## src/rtl/uart_rx_frame_ctrl.sv

```systemverilog
// UART receive frame controller.
// Runs the per-frame state machine on top of an external edge/bit counter:
// starts and clears the counter, majority-votes three mid-bit samples of
// rx_in, checks start/parity/stop, and shifts in 8 data bits LSB first.
// A good frame updates p_data with a one-cycle data_valid pulse; a bad one
// raises par_err and/or stop_err for one cycle and leaves p_data alone.
module uart_rx_frame_ctrl #(
  parameter int PRESCALE_W = 6
) (
  input  logic                  clk,
  input  logic                  rst_n,
  input  logic                  rx_in,
  input  logic [PRESCALE_W-1:0] prescale,
  input  logic                  par_en,
  input  logic                  par_typ,
  input  logic [PRESCALE_W-1:0] edge_cnt,
  input  logic [3:0]            bit_cnt,
  output logic                  cnt_enable,
  output logic                  cnt_clr,
  output logic [7:0]            p_data,
  output logic                  data_valid,
  output logic                  par_err,
  output logic                  stop_err
);

  typedef enum logic [2:0] {
    IDLE,
    START,
    DATA,
    PARITY,
    STOP
  } state_t;

  state_t      state;
  logic [7:0]  shift;
  logic [2:0]  samp;
  logic        par_en_q;
  logic        par_typ_q;
  logic        par_bad;

  // Sample positions are compared at twice the edge count so that the
  // mid-bit point prescale/2 needs no division: 2*edge_cnt == prescale + 2k
  // is the same as edge_cnt == H + k for the even prescale values in use.
  logic [PRESCALE_W:0] edge_x2;
  logic [PRESCALE_W:0] pre_x1;
  logic                at_samp0;
  logic                at_samp1;
  logic                at_samp2;
  logic                at_decide;
  logic                maj;
  logic                exp_par;

  assign edge_x2   = {edge_cnt, 1'b0};
  assign pre_x1    = {1'b0, prescale};
  assign at_samp0  = cnt_enable && (edge_x2 == pre_x1 - (PRESCALE_W+1)'(2));
  assign at_samp1  = cnt_enable && (edge_x2 == pre_x1);
  assign at_samp2  = cnt_enable && (edge_x2 == pre_x1 + (PRESCALE_W+1)'(2));
  assign at_decide = cnt_enable && (edge_x2 == pre_x1 + (PRESCALE_W+1)'(4));
  assign maj       = (samp[0] & samp[1]) | (samp[0] & samp[2]) | (samp[1] & samp[2]);
  assign exp_par   = par_typ_q ? ~^shift : ^shift;

  // Capture rx_in at the three sample points around mid-bit.
  // NOTE: clocked state is always assigned with <= so every flop sees the
  // values from before the edge, independent of statement order.
  always_ff @(posedge clk or negedge rst_n) begin
    if (!rst_n) begin
      samp <= '0;
    end else begin
      if (at_samp0) samp[0] <= rx_in;
      if (at_samp1) samp[1] <= rx_in;
      if (at_samp2) samp[2] <= rx_in;
    end
  end

  // Frame state machine with registered counter control and result pulses.
  always_ff @(posedge clk or negedge rst_n) begin
    if (!rst_n) begin
      state      <= IDLE;
      shift      <= '0;
      par_en_q   <= 1'b0;
      par_typ_q  <= 1'b0;
      par_bad    <= 1'b0;
      cnt_enable <= 1'b0;
      cnt_clr    <= 1'b0;
      p_data     <= '0;
      data_valid <= 1'b0;
      par_err    <= 1'b0;
      stop_err   <= 1'b0;
    end else begin
      // NOTE: pulse outputs default low every cycle; the branches below only
      // ever raise them, so each pulse is exactly one cycle wide.
      cnt_clr    <= 1'b0;
      data_valid <= 1'b0;
      par_err    <= 1'b0;
      stop_err   <= 1'b0;

      case (state)
        IDLE: begin
          if (!rx_in) begin
            state      <= START;
            cnt_enable <= 1'b1;
            par_en_q   <= par_en;
            par_typ_q  <= par_typ;
            par_bad    <= 1'b0;
          end
        end

        START: begin
          if (at_decide && bit_cnt == 4'd0 && maj) begin
            // Line was high at mid start bit: treat as noise.
            cnt_clr    <= 1'b1;
            cnt_enable <= 1'b0;
            state      <= IDLE;
          end else if (bit_cnt == 4'd1) begin
            state <= DATA;
          end
        end

        DATA: begin
          if (bit_cnt == 4'd9) begin
            state <= par_en_q ? PARITY : STOP;
          end else if (at_decide) begin
            shift <= {maj, shift[7:1]};
          end
        end

        PARITY: begin
          if (at_decide) par_bad <= (maj != exp_par);
          if (bit_cnt == 4'd10) state <= STOP;
        end

        STOP: begin
          if (at_decide) begin
            stop_err <= ~maj;
            par_err  <= par_bad;
            if (maj && !par_bad) begin
              p_data     <= shift;
              data_valid <= 1'b1;
            end
            cnt_clr    <= 1'b1;
            cnt_enable <= 1'b0;
            state      <= IDLE;
          end
        end

        default: state <= IDLE;
      endcase
    end
  end

endmodule

```

## config.mk

```make
export PLATFORM = sky130hd
export DESIGN_NAME = uart_rx_frame_ctrl
export DESIGN_NICKNAME = d
export VERILOG_FILES = /design/src/rtl/uart_rx_frame_ctrl.sv
export SDC_FILE = /design/constraint.sdc
export NUM_CORES = 1
export LEC_CHECK = 0
export CORE_ASPECT_RATIO = 1.5
export CORE_MARGIN = 2
export CORE_UTILIZATION = 30
export DETAILED_ROUTE_END_ITERATION = 6
export SYNTH_ARGS = -nofsm -noshare
export SYNTH_HDL_FRONTEND = slang
export SYNTH_SLANG_ARGS = --single-unit
```

## constraint.sdc

```tcl
create_clock -name clk -period 1.8 [get_ports clk]
set_clock_uncertainty 0.05 [all_clocks]
set_input_delay 0.45 -clock clk [delete_from_list [all_inputs] [get_ports clk]]
set_output_delay 0.45 -clock clk [all_outputs]
set_load 0.01 [all_outputs]
```

**Word level (Yosys, flattened, before mapping)**

Cells that the tools add are included.
Widths: inputs -> output; s select.

- Add/subtract/negate cells: 3
- $mul: 0
- Div/mod/pow operators: 0
- Magnitude comparators: 0
- Equality and inequality tests: 19
- Shifts and indexed selects: 0
- Multiplexer cells: 26
- Bitwise operators: 8
- Reductions and logical operators: 20

Operator list:

| cell | count |
|---|---|
| $eq 7x7->1 | 3 |
| $mux 3 | 7 |
| $mux 1 | 15 |
| $pmux 3 s5 | 1 |
| $ne 2x2->1 const B | 6 |
| $reduce_and 3->1 | 3 |
| $eq 4x4->1 const B | 2 |
| $reduce_xnor 8->1 | 1 |
| $reduce_xor 8->1 | 1 |
| $add 6x2->7 const B | 1 |
| $add 6x3->7 const B | 1 |
| $eq 7x6->1 | 1 |
| $logic_and 1x1->1 | 7 |
| $sub 6x2->7 const B | 1 |
| $eq 3x2->1 const B | 2 |
| $reduce_and 5->1 | 1 |
| $eq 4x1->1 const B | 1 |
| $logic_not 4->1 | 1 |
| $pmux 1 s2 | 2 |
| $reduce_and 4->1 | 1 |
| $and 1x1->1 | 3 |
| $eq 3x1->1 const B | 1 |
| $eq 3x3->1 const B | 1 |
| $logic_not 3->1 | 1 |
| 9 further kinds | 12 |

- Register bits: 30
- Bits in latches: 0
- Memory bits (writable): 0
- Bits in read-only memories: 0
- Input bits: 21
- Output and inout bits: 13
- Logic and storage cells: 90
- Memories kept: 0

**Logic depth before layout (Yosys ltp)**

Gate-level depths: netlist of run 1.

- Word-level depth: 7
- Depth in mapped cells: 8
- Gate-level depth less buffers: 7

**Worst setup path before layout of run 1**

No wires, ideal clock.

- Path kind: input-to-reg
- Start point: in prescale[2]
- End point: reg shift[0]
- Library setup time: 0.125 ns
- Arrival time: 2.405 ns
- Data required time: 1.625 ns
- Slack: -0.780 ns
- Stages: 7
- Path buffers: 1
- Cell sequence: ha_1 o21ba_2 a221oi_2 o2111ai_2 or4_4 buf_6 mux2_4

- Cells in the longest elaborated chain, start to end: 4

RTL lines:

| element | RTL line | source |
|---|---|---|
| start: declaration | 13 | `input logic [PRESCALE_W-1:0] prescale,` |
| $add 6x3->7 | 58 | `assign at_decide = cnt_enable && (edge_x2 == pre_x1 + (PRESCALE_W+1)'(4));` |
| $eq 7x7->1 | 58 |  |
| $logic_and 1x1->1 | 58 |  |
| $reduce_and 3->1 (no line) | - |  |
| end signal: assignment | 123 | `shift <= {maj, shift[7:1]};` |
| end: declaration | 35 | `logic [7:0] shift;` |

No other way between the ends.
A chain may end at the register's enable or synchronous reset.

**Worst setup path in the final report of run 1**

- Start point: in prescale[2]
- End point: reg shift[2]

Same word-level chain as after synthesis.

==> impl_metrics.csv, run 1 <==
group,metric,value,unit
yosys,synth_edf_count,0,
yosys,synthTopCellsByArea,"dfrtp_1 42%, mux2_2 7.5%, mux2_4 6.7%",
die,die_h,98.68,um
drt,wl_met1,1.859,mm
cts,tritoncts,"built",
sta,grt_setup_unrepaired,"true",
die,num_rows,34,
sta,fin_ws,-440.9,ps
yosys,yosys.area.top_type_share,41.87,%
yosys,yosysMostFrequentCell,"dfrtp_1",
placed_design,finalWeightedCongestion,0.8869,
power,power,2.017,mW
run_status,violations,"negative setup slack",
hold_path,hold_depth,1,
sta,hold_violations,0,
power,pwr-share-clk,27.4,%
drt,dr.pass1.iters,4,
drt,top_layer_used,"met4",
drt,drc_errors,0,
critical_path,start_kind,"input pin",
cts,cts.clk_slew.worst_paths,60,ps
drt,routed_wl,4.649,mm
yosys,synth_commonest_cells,"30 x dfrtp_1, 12 x mux2_2, 11 x xnor2_1, 10 x nor2_1, 9 x nand2_1",
yosys,syn_avg_cell_area,11.00,um2
power,power.leakage,1.346,nW
critical_path,crit_chain,"buf_8 > buf_12 > inv_12 > ha_1 > xor2_1 > nor2_1 > o2111ai_2 > or4_4 > mux2_4",
final_layout,stdcell_area,2932,um2
drt,wl_per_cell,14.44,um
yosys,synth_area,1793,um2
power,seq_power_share,39.0,%
hold_path,hp-class,"reg2reg",
die,coreArea,5786,um2
power,irDropWorstVdd,0.0005827,V
sta,min_period_over_period,124.5,%
yosys,yosysSeqAreaShare,41.87,%
drt,wl_met2,2.466,mm
yosys,yosysWarnings,0,
yosys,synth_cell_types,47,
drt,drt-initial-drc-count,55,
drt,viasPerCell,4.835,
sta,setup_viol,23,
sta,fmaxAchievable,446.3,MHz
yosys,yosys_register_bits,30,
power,cellPowerDensity,688.0,nW/um2
cts,numCtsBuffers,5,
yosys,syn_nets,189,
hold_path,hold_start,"p_data[1]",
cts,clockRootBuffer,"clkbuf_8",
placed_design,io_buffers,33,
cts,cts_buffer_depth,2,
cts,insertion_delay,280,ps
run,max_cap_violations,0,
placed_design,dpl_cell_area,2565,um2
die,start_util,30.99,%
die,dieArea,6623,um2
placed_design,dp_hpwl,3.289,mm
sta,finalCriticalPeriod,2241,ps
global_route,grt_pass1_wl,7.790,mm
drt,wl_met3,192,um
sta,tightest_slew,385.3,ps
die,die_w,67.12,um
critical_path,cp_data_required_time,1910,ps
die,ioPinCount,34,
cts,cts_sinks,30,
power,swShare,30.64,%
hold_path,min_to,"p_data[1]",
critical_path,slowest_delay,620,ps
critical_path,path_class,"in2reg",
cts,cts-htree-levels,2,
final_layout,antenna_cells,0,
critical_path,ff2ff_path_depth,4,
drt,vias,1557,
yosys,synth_top_area_cell,"dfrtp_1",
yosys,netlist_instances,163,
global_route,grt.total_usage,15.30,%
cts,postCtsHoldBufs,0,
critical_path,reg2reg_slack,0,ps
global_route,grt_max_degree,31,
final_layout,num-nets-final,275,
global_route,antenna_found_initial,0,
power,combPwrFrac,33.6,%
drt,ant_nets,0,
yosys,synth_flop_cell,"dfrtp_1",
global_route,grt_pass1_vias,1680,
power,p_sw,0.6180,mW
global_route,grt_overflow,0,
critical_path,rr_startpoint,"cnt_enable",
yosys,synthArstFlopShare,100.0,%
sta,drv_slew,0,
critical_path,endpoint_kind,"flop",
final_layout,drive_above_1_share,44.40,%
power,internal-power,1.399,mW
sta,slew_headroom,74.31,%
final_layout,synthToLayoutAreaGrowth,63.50,%
critical_path,cpMaxStageDelayCell,"or4_4",
critical_path,crit_path_max_fanout,8,
run_status,status,"finished, violations left",
final_layout,fin_util,50.67,%
critical_path,r2r-end,"shift[2]",
critical_path,arrival,2350,ps
==> metrics by stage <==
step	std cells	hold WS, ps	TNS [ps]	worst slack, ps
after floorplan	163	104.4	-10340	-665.4
after global placement	305	439.1	-28980	-1238
after detailed placement	305	442.4	-29650	-1325
after CTS	320	457.0	-8242	-473.6
after global routing	322	462.3	-9832	-495.7
final	322	453.5	-7982	-440.9
==> power groups by stage <==
stage | Combinational [mW] | Clock, mW | Sequential, mW
finish | 0.678 | 0.553 | 0.786
global route | 0.746 | 0.614 | 0.796
CTS | 0.654 | 0.577 | 0.786
detailed placement | 0.572 | 0 | 0.799
global placement | 0.569 | 0 | 0.795
floorplan | 0.358 | 0 | 0.764
==> state kept, by name, indices dropped and copies added (netlist names), 3 cells and up <==
signal,flops
shift,8
p_data,8
samp,3
state,3
==> layout by cell type, fill, tap and decap left out, types with 3 or more instances in the layout <==
cell type        instances
nand2_1                  9
clkbuf_8                 6
nor3_1                   5
buf_6                   11
nor2_1                  10
mux2_4                   9
dlygate4sd2_1            5
inv_1                    6
o21ai_0                  4
xor2_1                   6
nand2b_1                 4
clkdlybuf4s50_1         20
dfrtp_1                 30
ha_4                     3
mux2_2                  11
buf_4                   41
xnor2_1                 10
a21oi_1                  3
==> final cells by class <==
cell class / count / area (um2)
fill: 534 / 2854
sequential: 30 / 750.7
inverter: 8 / 45.04
clock buffer: 6 / 82.58
tap: 72 / 90.09
timing repair buffer: 84 / 767.0
multi-input combinational: 120 / 1184
clock inverter: 2 / 12.51
==> critical path: cells and delay by family <==
| kind | cells | cell delay [ps] |
|---|---|---|
| buf+inv | 3 | 230 |
| mux | 1 | 330 |
| simple gates | 2 | 760 |
| compound gates | 1 | 130 |
| xor+xnor | 1 | 160 |
| fa+ha+maj | 1 | 300 |
==> metal layers <==
| metal | up-vias | track usage, % |
|---|---|---|
| met5 | - | 0 |
| met4 | 0 | 6.436 |
| met3 | 12 | 3.425 |
| met2 | 50 | 26.05 |
| met1 | 739 | 18.06 |
| li1 | 756 | - |
==> how the worst max path moves through the flow <==
stage | from | endpoint | slack (ps) | cells after the start
2_1_floorplan | prescale[2] | shift[0] | -670 | 7
3_3_place_gp | prescale[2] | samp[2] | -1240 | 10
3_5_place_dp | prescale[2] | samp[2] | -1330 | 10
4_1_cts | prescale[2] | shift[2] | -470 | 7
5_1_grt | prescale[2] | p_data[3] | -500 | 9
6_report | prescale[2] | shift[2] | -440 | 9
==> timing repair <==
action | in CTS | in global routing
gates cloned | 1 | 0
setup endpoints to repair | 28 | 27
buffers inserted | 7 | 2
pin swaps | 18 | 7
hold endpoints to repair | 0 | 0
gates resized for setup | 64 | 11
==> logic make-up (layout without fill, tap and decap cells) <==
logic type	Yosys count	after routing	synth area share [%]
multiplexers	22	22	15.35
AND/OR/NAND/NOR	48	48	14.80
buffers and inverters	13	100	3.350
adder cells (fa/ha/maj)	6	6	4.047
AO/OA/AOI/OAI	25	25	10.89
flip-flops	30	30	41.87
XOR/XNOR	19	19	9.700
Power figures use the tool's default switching activity.
==> run 2: changes to the inputs <==
CTS_CLUSTER_SIZE = 24   (was default)
==> results of run 2 <==
The final DEF is identical to that of run 1; final timing and power are the same.
==> run 3: changes to the inputs <==
CAP_MARGIN = 20   (was default)
==> results of run 3 <==
The final DEF is identical to that of run 1; final timing and power are the same.
